===== config.mk =====
export PLATFORM = sky130hd
export DESIGN_NAME = cdc_request_arbiter
export DESIGN_NICKNAME = d
export VERILOG_FILES = /design/src/rtl/cdc_request_arbiter.sv
export SDC_FILE = /design/constraint.sdc
export NUM_CORES = 1
export LEC_CHECK = 0
export CAP_MARGIN = 0
export CORE_ASPECT_RATIO = 0.6
export CORE_MARGIN = 10
export CORE_UTILIZATION = 35
export CTS_CLUSTER_SIZE = 12
export DETAILED_ROUTE_END_ITERATION = 8
export PLACE_DENSITY_LB_ADDON = 0.2
export SETUP_SLACK_MARGIN = 0.1
export SLEW_MARGIN = 30
export SYNTH_ARGS = -nofsm -noshare
export SYNTH_HDL_FRONTEND = slang
export SYNTH_SLANG_ARGS = --single-unit

===== constraint.sdc =====
create_clock -name clk -period 3.4 [get_ports clk]
set_input_delay 0.51 -clock clk [delete_from_list [all_inputs] [get_ports clk]]
set_output_delay 0.51 -clock clk [all_outputs]
set_load 0.05 [all_outputs]

===== src/rtl/cdc_request_arbiter.sv =====
// Round-robin arbiter that serializes NUM_REQ source-domain requesters onto one
// handshake synchronizer port, holding {id, payload} stable until accepted.
module cdc_request_arbiter #(
   parameter int NUM_REQ        = 4,
   parameter int DATA_WIDTH     = 32,
   parameter int ID_WIDTH       = 2,
   parameter int TIMEOUT_CYCLES = 1024
) (
   input  logic                          clk,
   input  logic                          rst,
   input  logic [NUM_REQ-1:0]            req_valid,
   input  logic [NUM_REQ*DATA_WIDTH-1:0] req_data,
   output logic [NUM_REQ-1:0]            req_ready,
   output logic [ID_WIDTH+DATA_WIDTH-1:0] sync_data,
   output logic                          sync_valid,
   input  logic                          sync_ready,
   output logic [ID_WIDTH-1:0]           grant_id,
   output logic                          busy,
   output logic                          timeout_err,
   input  logic                          err_clr
);

   typedef enum logic {IDLE, SEND} state_e;

   state_e                         state_q, state_d;
   logic [ID_WIDTH-1:0]            ptr_q, ptr_d;
   logic [ID_WIDTH-1:0]            gid_q, gid_d;
   logic [ID_WIDTH+DATA_WIDTH-1:0] data_q, data_d;
   logic [15:0]                    cnt_q, cnt_d;
   logic                           err_q, err_d;

   logic                           any_req;
   logic [ID_WIDTH-1:0]            win;
   logic [DATA_WIDTH-1:0]          win_data;

   // Scan downward so the candidate closest to the pointer is assigned last and wins.
   always_comb begin
      int idx;
      idx     = 0;
      any_req = 1'b0;
      win     = '0;
      for (int i = NUM_REQ - 1; i >= 0; i--) begin
         idx = (int'(ptr_q) + i) % NUM_REQ;
         if (req_valid[ID_WIDTH'(idx)]) begin
            any_req = 1'b1;
            win     = ID_WIDTH'(idx);
         end
      end
   end

   always_comb begin
      win_data = '0;
      for (int j = 0; j < NUM_REQ; j++) begin
         if (win == ID_WIDTH'(j)) win_data = req_data[j*DATA_WIDTH +: DATA_WIDTH];
      end
   end

   always_comb begin
      state_d   = state_q;
      ptr_d     = ptr_q;
      gid_d     = gid_q;
      data_d    = data_q;
      cnt_d     = cnt_q;
      err_d     = err_q;
      req_ready = '0;
      if (err_clr) err_d = 1'b0;
      case (state_q)
         IDLE: begin
            if (any_req) begin
               req_ready[win] = 1'b1;
               data_d  = {win, win_data};
               gid_d   = win;
               ptr_d   = (int'(win) == NUM_REQ - 1) ? '0 : win + 1'b1;
               cnt_d   = '0;
               state_d = SEND;
            end
         end
         SEND: begin
            if (sync_ready) begin
               state_d = IDLE;
            end else begin
               if (cnt_q != 16'hFFFF) cnt_d = cnt_q + 1'b1;
               // Setting takes priority over a coincident clear.
               if (cnt_d >= 16'(TIMEOUT_CYCLES)) err_d = 1'b1;
            end
         end
         default: state_d = IDLE;
      endcase
      if (rst) req_ready = '0;
   end

   always_ff @(posedge clk) begin
      if (rst) begin
         state_q <= IDLE;
         ptr_q   <= '0;
         gid_q   <= '0;
         data_q  <= '0;
         cnt_q   <= '0;
         err_q   <= 1'b0;
      end else begin
         state_q <= state_d;
         ptr_q   <= ptr_d;
         gid_q   <= gid_d;
         data_q  <= data_d;
         cnt_q   <= cnt_d;
         err_q   <= err_d;
      end
   end

   assign sync_valid  = (state_q == SEND);
   assign busy        = (state_q == SEND);
   assign sync_data   = data_q;
   assign grant_id    = gid_q;
   assign timeout_err = err_q;

endmodule


==> results_dict.tcl, run 1 <==
set metrics [dict create \
    status "complete, no violations" \
    cts_resized 0 \
    crit_fanout 15 \
    root_buffer "clkbuf_16" \
    initial_core_util 0.363 \
    io_pins 179 \
    rsz0062_at_grt "false" \
    syn_nets 577 \
    worst-endpoint-arrival_ps 2470 \
    track_usage 0.191 \
    syn_area_sq_mm 0.00338 \
    ys_top_cells_by_area "dfxtp_1 (32%), nor3_1 (9.9%), a221oi_1 (8.0%)" \
    synth-main-ff-cell "dfxtp_1" \
    port_buffers 178 \
    yosys-top-cells-count "nor3_1 (67), dfxtp_1 (54), nor2_1 (49)" \
    synth_cell_type_count 50 \
    hpwl_um 10800 \
    htreeDepth 2 \
    critPathLaunchType "input pin" \
    cts_buffer_depth 2 \
    grt_pass1_wl_um 21400 \
    wl_um 13800 \
    clock_skew_ps 4.31 \
    drt_first_iter_violations 247 \
    layout-drive-gt1-share 0.0761 \
    clk_latency_ps 300 \
    final_util 0.589 \
    nets 731 \
    drv_cap 0 \
    gp_congestion 0.854 \
    yosysSeqAreaShare 0.320 \
    die_w_um 147 \
    gr-total-overflow 0 \
    fillers 821 \
    crit_type "in -> out" \
    fin_ws_ps 415 \
    synth-edff-count 0 \
    dr_total_vias 3944 \
    setup_viol 0 \
    combPwrFrac 0.447 \
    stdcell_count 721 \
    hold_path.class "reg -> reg" \
    post-route-period-util 0.878 \
    slew_headroom 0.552 \
    worstPathRequired_ps 2890 \
    ant_nets 0 \
    path_clk_slew_ps 70 \
    path_buf_inv 3 \
    drc 0 \
    first_global_vias 3880 \
    cts_tree "yes" \
    synth_warnings 0 \
    dp.cells 713 \
    hold_viol 0 \
    die_height_um 96.1 \
    antenna_found_initial 0 \
    row_count 27 \
    synth.avg_cell_area_sq_um 7.74 \
    hold_slack_ps 462 \
    p_leak_nw 1.92 \
    netlist_instances 436 \
    crit_chain "clkdlybuf4s50_1 -> mux2i_1 -> nor2_1 -> nor3_1 -> buf_4 -> ha_2 -> nor3b_2 -> buf_12" \
    core_area_sq_mm 0.00929 \
    cts_buffers 5 \
    pre_cts_slack_ps 306 \
    min_period_ps 2980 \
    drt-wirelength-per-cell_um 19.1 \
    cp_top_family "buffers and inverters" \
    ys_ff_latch 54 \
    p_seq_frac 0.307 \
    diodes 0 \
    cts_setup_buffers 0 \
    worst_pin_slew_ps 672 \
    fin_setup_tns_ps 0 \
    design.die.area_sq_mm 0.0141 \
    p_int_mw 1.52 \
    power.density_mw_per_mm2 442 \
    cpMaxStageDelayCell "clkdlybuf4s50_1" \
    drt-pass1-iter-count 4 \
    irDropWorstVdd_uv 259 \
    switchingPower_mw 0.900 \
    end_kind "output pin" \
    grt_max_degree 63 \
    postSynth.asyncResetShare 0 \
    swShare 0.373 \
    cts.sinks 54 \
    critPathMaxStageDelay_ps 480 \
    syn_to_final_growth_pct 62.1 \
    cts_hold_buf 0 \
    drv_slew 0 \
    synth_top_area_frac 0.320 \
    synth_top_area_cell "dfxtp_1" \
    via_per_inst 5.47 \
    yosysMostFrequentCell "nor3_1" \
    p_clk_frac 0.246 \
    fmax_ghz 0.335 \
]
registers in the layout, summed over array words and instances, names as in the netlist:
register	count
ptr_q	2
timeout_err	1
sync_data	32
cnt_q	16
grant_id	2
busy	1
layer usage:
metal | track usage | part of all wire | up-vias
met2 | 0.328 | 0.48 | 152
li1 | - | - | 1933
met3 | 0.0801 | 0.095 | 13
met1 | 0.222 | 0.42 | 1846
met4 | 0.0381 | 0.011 | 0
met5 | 0 | 0 | -
area by class of cell:
| class | count | area, sq um | area share |
|---|---|---|---|
| inverter | 5 | 18.8 | 0.00343 |
| multi-input combinational | 334 | 2120 | 0.387 |
| clock buffer | 6 | 129 | 0.0236 |
| timing repair buffer | 190 | 1930 | 0.352 |
| tap | 130 | 163 | 0.0297 |
| clock inverter | 2 | 37.5 | 0.00686 |
| sequential | 54 | 1080 | 0.198 |
cells in the final DEF (no fill, tap or decap), drive strengths merged, types with 6 or more instances in the layout:
master / netlist / routed
o21ai: 8 / 8
dfxtp: 54 / 54
nor2b: 33 / 33
mux2i: 6 / 6
clkdlybuf4s50: 0 / 173
nand2: 24 / 24
buf: 12 / 17
nor3b: 6 / 6
mux2: 6 / 6
clkbuf: 31 / 6
a221oi: 31 / 31
nor2: 50 / 50
a21oi: 16 / 16
nor3: 68 / 68
a211oi: 33 / 33
nand3: 9 / 9
power groups by stage:
stage | clock (mW) | combinational [mW] | sequential [mW]
2_1_floorplan | 0 | 0.440 | 0.967
3_3_place_gp | 0 | 1.06 | 0.754
3_5_place_dp | 0 | 1.08 | 0.756
4_1_cts | 0.601 | 1.09 | 0.742
5_1_grt | 0.634 | 1.16 | 0.750
6_report | 0.595 | 1.08 | 0.741
logic make-up (layout without fill, tap and decap cells):
kind of cell,after synthesis,after routing,share of synthesized area
AOI/OAI and AO/OA,103,103,0.232
xor gates and xnor gates,1,1,0.00259
adders and majority gates,5,5,0.0185
buffers and inverters,48,203,0.0619
DFF,54,54,0.320
muxes,12,12,0.0378
and+or+nand+nor,213,213,0.327
final timing paths:
path / cells past startpoint / end / slack (ps) / startpoint
max: 8 / req_ready[3] / 420 / req_valid[0]
min: 1 / cnt_q[9] / 460 / cnt_q[9]
max reg2reg: 11 / sync_data[15] / 880 / ptr_q[1]
min reg2reg: 1 / cnt_q[9] / 460 / cnt_q[9]
metrics by stage:
stage / power (mW) / cell area [sq um]
after CTS: 2.43 / 5470
after global routing: 2.55 / 5470
after global placement: 1.81 / 5280
after floorplan: 1.41 / 3390
final: 2.42 / 5470
after detailed placement: 1.84 / 5310
No activity file was read; power rests on OpenSTA's default activity.
==> inputs of run 2 (changes only) <==
Settings changed: SLEW_MARGIN 30 to not set.
==> run 2 against run 1 <==
Effect of this change: worst hold slack improved by 1.9 ps; power fell by 0.26%; sequential share of layout area rose by 0.10 points; die area did not move; clock power fell by 0.7%; final cell count fell by 0.14%.
==> results_dict.tcl, run 2 (synthesis results as in run 1) <==
set metrics [dict create \
    worstPathRequired_ps 2890 \
    gr-total-overflow 0 \
    layout-drive-gt1-share 0.0746 \
    critPathMaxStageDelay_ps 480 \
    grt_max_degree 63 \
    crit_fanout 15 \
    reg2reg_depth 11 \
    crit_type "in -> out" \
    p_total_mw 2.41 \
    io_pins 179 \
    grt_pass1_wl_um 21600 \
    syn_to_final_growth_pct 61.3 \
    hold_viol 0 \
    nets 730 \
    worstHoldPathCells 1 \
    mostFrequentLayoutCell "clkdlybuf4s50_1" \
    largest_reg_flops 32 \
    power.density_mw_per_mm2 443 \
    min_period_ps 3010 \
    worst-endpoint-arrival_ps 2500 \
    min_from "cnt_q[9]" \
    final_area_sq_mm 0.00544 \
    cts_resized 0 \
    core_area_sq_mm 0.00929 \
    path_buf_inv 3 \
    port_buffers 178 \
    fmax_ghz 0.332 \
    cp_top_family "buffers and inverters" \
    wl_met2_um 6460 \
    via_per_inst 5.40 \
    gp_congestion 0.854 \
    post-route-period-util 0.885 \
    drc 0 \
    wl_met3_um 1350 \
    hpwl_um 10700 \
    clk_latency_ps 300 \
    design.die.area_sq_mm 0.0141 \
    postPlaceCellArea_sq_mm 0.00528 \
    htreeDepth 2 \
    rsz0062_at_grt "false" \
    drt-pass1-iter-count 4 \
    worst_pin_slew_ps 1010 \
    diodes 0 \
    fin_setup_tns_ps 0 \
    irDropWorstVdd_uv 227 \
    mostFrequentLayoutCells "clkdlybuf4s50_1 (173), nor3_1 (67), dfxtp_1 (54)" \
    end_kind "output pin" \
    hold_slack_ps 464 \
    ant_nets 0 \
    path_clk_slew_ps 70 \
    cts_hold_buf 0 \
    final_util 0.586 \
    critPathLaunchType "input pin" \
    highest_layer "met4" \
    drt-wirelength-per-cell_um 19.2 \
    hold_path.class "reg -> reg" \
    cts.sinks 54 \
    slew_headroom 0.322 \
    antenna_found_initial 0 \
    root_buffer "clkbuf_16" \
    cts_buffers 5 \
    die_w_um 147 \
    track_usage 0.192 \
    die_height_um 96.1 \
    dr_total_vias 3888 \
    hold_end "cnt_q[9]" \
    regToRegStartpoint "ptr_q[1]" \
    status "complete, no violations" \
    cts_buffer_depth 2 \
    initial_core_util 0.363 \
    p_leak_nw 1.90 \
    row_count 27 \
    cts_tree "yes" \
    cts_setup_buffers 0 \
    setup_viol 0 \
    crit_chain "clkdlybuf4s50_1 -> mux2i_1 -> nor2_1 -> nor3_1 -> buf_4 -> ha_2 -> nor3b_2 -> buf_12" \
    drt_first_iter_violations 224 \
    first_global_vias 3913 \
    fillers 848 \
    rr_endpoint "sync_data[15]" \
    cpMaxStageDelayCell "clkdlybuf4s50_1" \
    drv_slew 0 \
    clock_skew_ps 6.83 \
    r2r_slack_ps 840 \
    wl_met1_um 5870 \
    drv_cap 0 \
    wl_um 13800 \
]
run 2: cell count changes in the layout (fill, tap and decap cells not counted), sizes merged:
| cell | delta |
|---|---|
| buf | -1 |
run 2: worst max path at each step:
stage / from / endpoint / slack (ps) / cells after the start
floorplan: req_valid[2] / req_ready[3] / 330 / 7
global route: req_valid[0] / req_ready[3] / 240 / 8
detailed placement: req_valid[0] / sync_data[15] / 330 / 12
CTS: req_valid[0] / req_ready[3] / 410 / 8
finish: req_valid[0] / req_ready[3] / 390 / 8
global placement: req_valid[0] / sync_data[11] / 430 / 12
run 2: layer usage:
layer,GRT usage,vias up
li1,-,1928
met1,0.224,1797
met2,0.333,149
met3,0.0782,14
met4,0.0307,0
met5,0,-
run 2: report_power, final:
part	internal (mW)	switching, mW	leakage (nW)
Sequential	0.700	0.0420	0.444
Clock	0.348	0.243	0.0771
Combinational	0.463	0.615	1.38
Total	1.51	0.900	1.90
run 2: layout make-up:
type | instances | area [sq um] | share of cell area
clock buffer | 6 | 129 | 0.0237
clock inverter | 2 | 37.5 | 0.00689
inverter | 5 | 18.8 | 0.00345
multi-input combinational | 334 | 2120 | 0.389
sequential | 54 | 1080 | 0.199
tap | 130 | 163 | 0.0299
timing repair buffer | 189 | 1900 | 0.349
run 2: worst register-to-register path, cell delays in order, from the launching register on:
cell	delay, ps
dfxtp_1	440
mux2i_1	220
nor2_1	60
nor3_1	240
buf_4	180
ha_1	260
nor2b_2	70
buf_4	250
a221oi_1	330
nor3_1	80
a211oi_1	240
nor3_1	80
run 2: through the flow:
stage          setup WS [ps]  std cells
2_1_floorplan            329        436
3_3_place_gp             427        712
3_5_place_dp             332        712
4_1_cts                  414        720
5_1_grt                  243        720
6_report                 389        720
==> inputs of run 3 (changes only) <==
Settings changed: CORE_MARGIN 10 to 5, CORE_UTILIZATION 35 to 43, HOLD_SLACK_MARGIN set to 0.06.
==> run 3 against run 2 <==
Effect of this change: register-to-register slack lost 70 ps; worst hold slack gained 26 ps; wire length shrank 8.4%; via count grew 4.2%; sequential share of layout area grew 0.15 points; largest cell class unchanged; power shrank 3.3%; fmax shrank 4.3%; count of clock-buffer cells in the layout grew 1; die area shrank 31%; setup slack lost 140 ps; utilization grew 11 points.
==> results_dict.tcl, run 3 (synthesis results as in run 1) <==
set metrics [dict create \
    status "complete, no violations" \
    die_height_um 78.6 \
    mostFrequentLayoutCells "clkdlybuf4s50_1 (173), nor3_1 (66), dfxtp_1 (54)" \
    power.density_mw_per_mm2 432 \
    crit_fanout 34 \
    path_clk_slew_ps 70 \
    setup.worst_path.end "req_ready[1]" \
    mostFrequentLayoutCell "clkdlybuf4s50_1" \
    grt_max_degree 46 \
    rr_endpoint "sync_data[5]" \
    setup_viol 0 \
    fin_setup_tns_ps 0 \
    drv_slew 0 \
    drc 0 \
    htreeDepth 2 \
    cts_tree "yes" \
    die_w_um 124 \
    cts_buffer_depth 2 \
    drt_first_iter_violations 383 \
    crit_type "in -> out" \
    nets 729 \
    first_global_vias 4027 \
    slew_headroom 0.313 \
    startpoint "req_valid[0]" \
    p_int_mw 1.46 \
    combPwrFrac 0.460 \
    rsz0062_at_grt "false" \
    dp.cells 689 \
    hold_path.class "reg -> reg" \
    fillers 650 \
    track_usage 0.257 \
    diodes 0 \
    wl_um 12600 \
    design.die.area_sq_mm 0.00978 \
    irDropWorstVdd_uv 248 \
    ant_nets 0 \
    drv_cap 0 \
    end_kind "output pin" \
    via_per_inst 5.81 \
    worst_pin_slew_ps 1030 \
    drt-pass1-iter-count 5 \
    grt_pass1_wl_um 20600 \
    stdcell_count 697 \
    switchingPower_mw 0.876 \
    post-route-period-util 0.926 \
    gr-total-overflow 0 \
    cts_setup_buffers 0 \
    worstPathRequired_ps 2890 \
    cts_buffers 5 \
    root_buffer "clkbuf_16" \
    reg2reg_depth 10 \
    antenna_found_initial 0 \
    io_pins 179 \
    cts_hold_buf 0 \
    dr_total_vias 4050 \
    r2r_slack_ps 770 \
    drt-wirelength-per-cell_um 18.1 \
    clk_latency_ps 290 \
    cts.sinks 54 \
    syn_to_final_growth_pct 60.1 \
    hold_viol 0 \
    clock_skew_ps 3.72 \
    p_seq_frac 0.319 \
    swShare 0.376 \
    critPathLaunchType "input pin" \
    p_leak_nw 1.90 \
    row_count 25 \
    port_buffers 178 \
    core_area_sq_mm 0.00776 \
    layout-drive-gt1-share 0.0747 \
    regToRegStartpoint "ptr_q[1]" \
    p_clk_frac 0.221 \
    fmax_ghz 0.318 \
    worstHoldPathCells 1 \
    initial_core_util 0.435 \
    min_period_ps 3150 \
    hpwl_um 9520 \
    gp_congestion 0.897 \
    worst-endpoint-arrival_ps 2640 \
    largest_reg_flops 32 \
]
==> run 3: power groups by stage <==
stage / clock network, mW / logic, mW / registers (mW)
after floorplan: 0 / 0.440 / 0.967
after global placement: 0 / 1.05 / 0.755
after detailed placement: 0 / 1.06 / 0.757
after CTS: 0.524 / 1.07 / 0.744
after global routing: 0.561 / 1.15 / 0.752
final: 0.515 / 1.07 / 0.744
==> run 3: area by class of cell <==
class                           count  area [sq um]  area share
Clock inverter                      1          5.00    0.000926
Timing Repair Buffer              188          1900       0.351
Clock buffer                        7           143      0.0264
Tap cell                          108           135      0.0250
Sequential cell                    54          1080       0.200
Multi-Input combinational cell    334          2130       0.393
Inverter                            5          18.8     0.00347
==> run 3: per-stage QoR <==
step | power, mW | area (sq um) | hold slack [ps] | utilization | setup WS (ps)
3_3_place_gp | 1.80 | 5240 | 450 | 0.676 | -103
4_1_cts | 2.34 | 5400 | 484 | 0.695 | 126
2_1_floorplan | 1.41 | 3390 | 431 | - | 329
5_1_grt | 2.47 | 5400 | 510 | 0.697 | 100
3_5_place_dp | 1.82 | 5240 | 473 | 0.676 | -266
6_report | 2.33 | 5400 | 490 | 0.697 | 253
==> run 3: worst min path at each step <==
stage	start	to	slack (ps)
final	cnt_q[9]	cnt_q[9]	490
after global routing	sync_data[2]	sync_data[2]	510
after CTS	cnt_q[9]	cnt_q[9]	480
after detailed placement	cnt_q[9]	cnt_q[9]	470
after global placement	cnt_q[9]	cnt_q[9]	450
after floorplan	cnt_q[9]	cnt_q[9]	430
==> run 3: per-layer routing <==
| layer | GRT usage | vias to the layer above | routed length [um] |
|---|---|---|---|
| met5 | 0 | - | 0 |
| met2 | 0.424 | 216 | 5770 |
| li1 | - | 1927 | - |
| met1 | 0.312 | 1877 | 5280 |
| met4 | 0.0810 | 0 | 356 |
| met3 | 0.0959 | 30 | 1240 |
==> run 3: timing repair <==
action                                  4_1_cts  5_1_grt
endpoints found under the hold margin         0        0
endpoints found under the setup margin       16        1
gates resized for setup                       1        2
==> run 3: critical path, stage by stage <==
cell and delay, ps:
clkdlybuf4s50_1 550, a21oi_1 90, o21ai_0 140, o2bb2a_1 240
inv_1 80, ha_1 230, buf_6 290, nor3b_2 300
buf_12 180
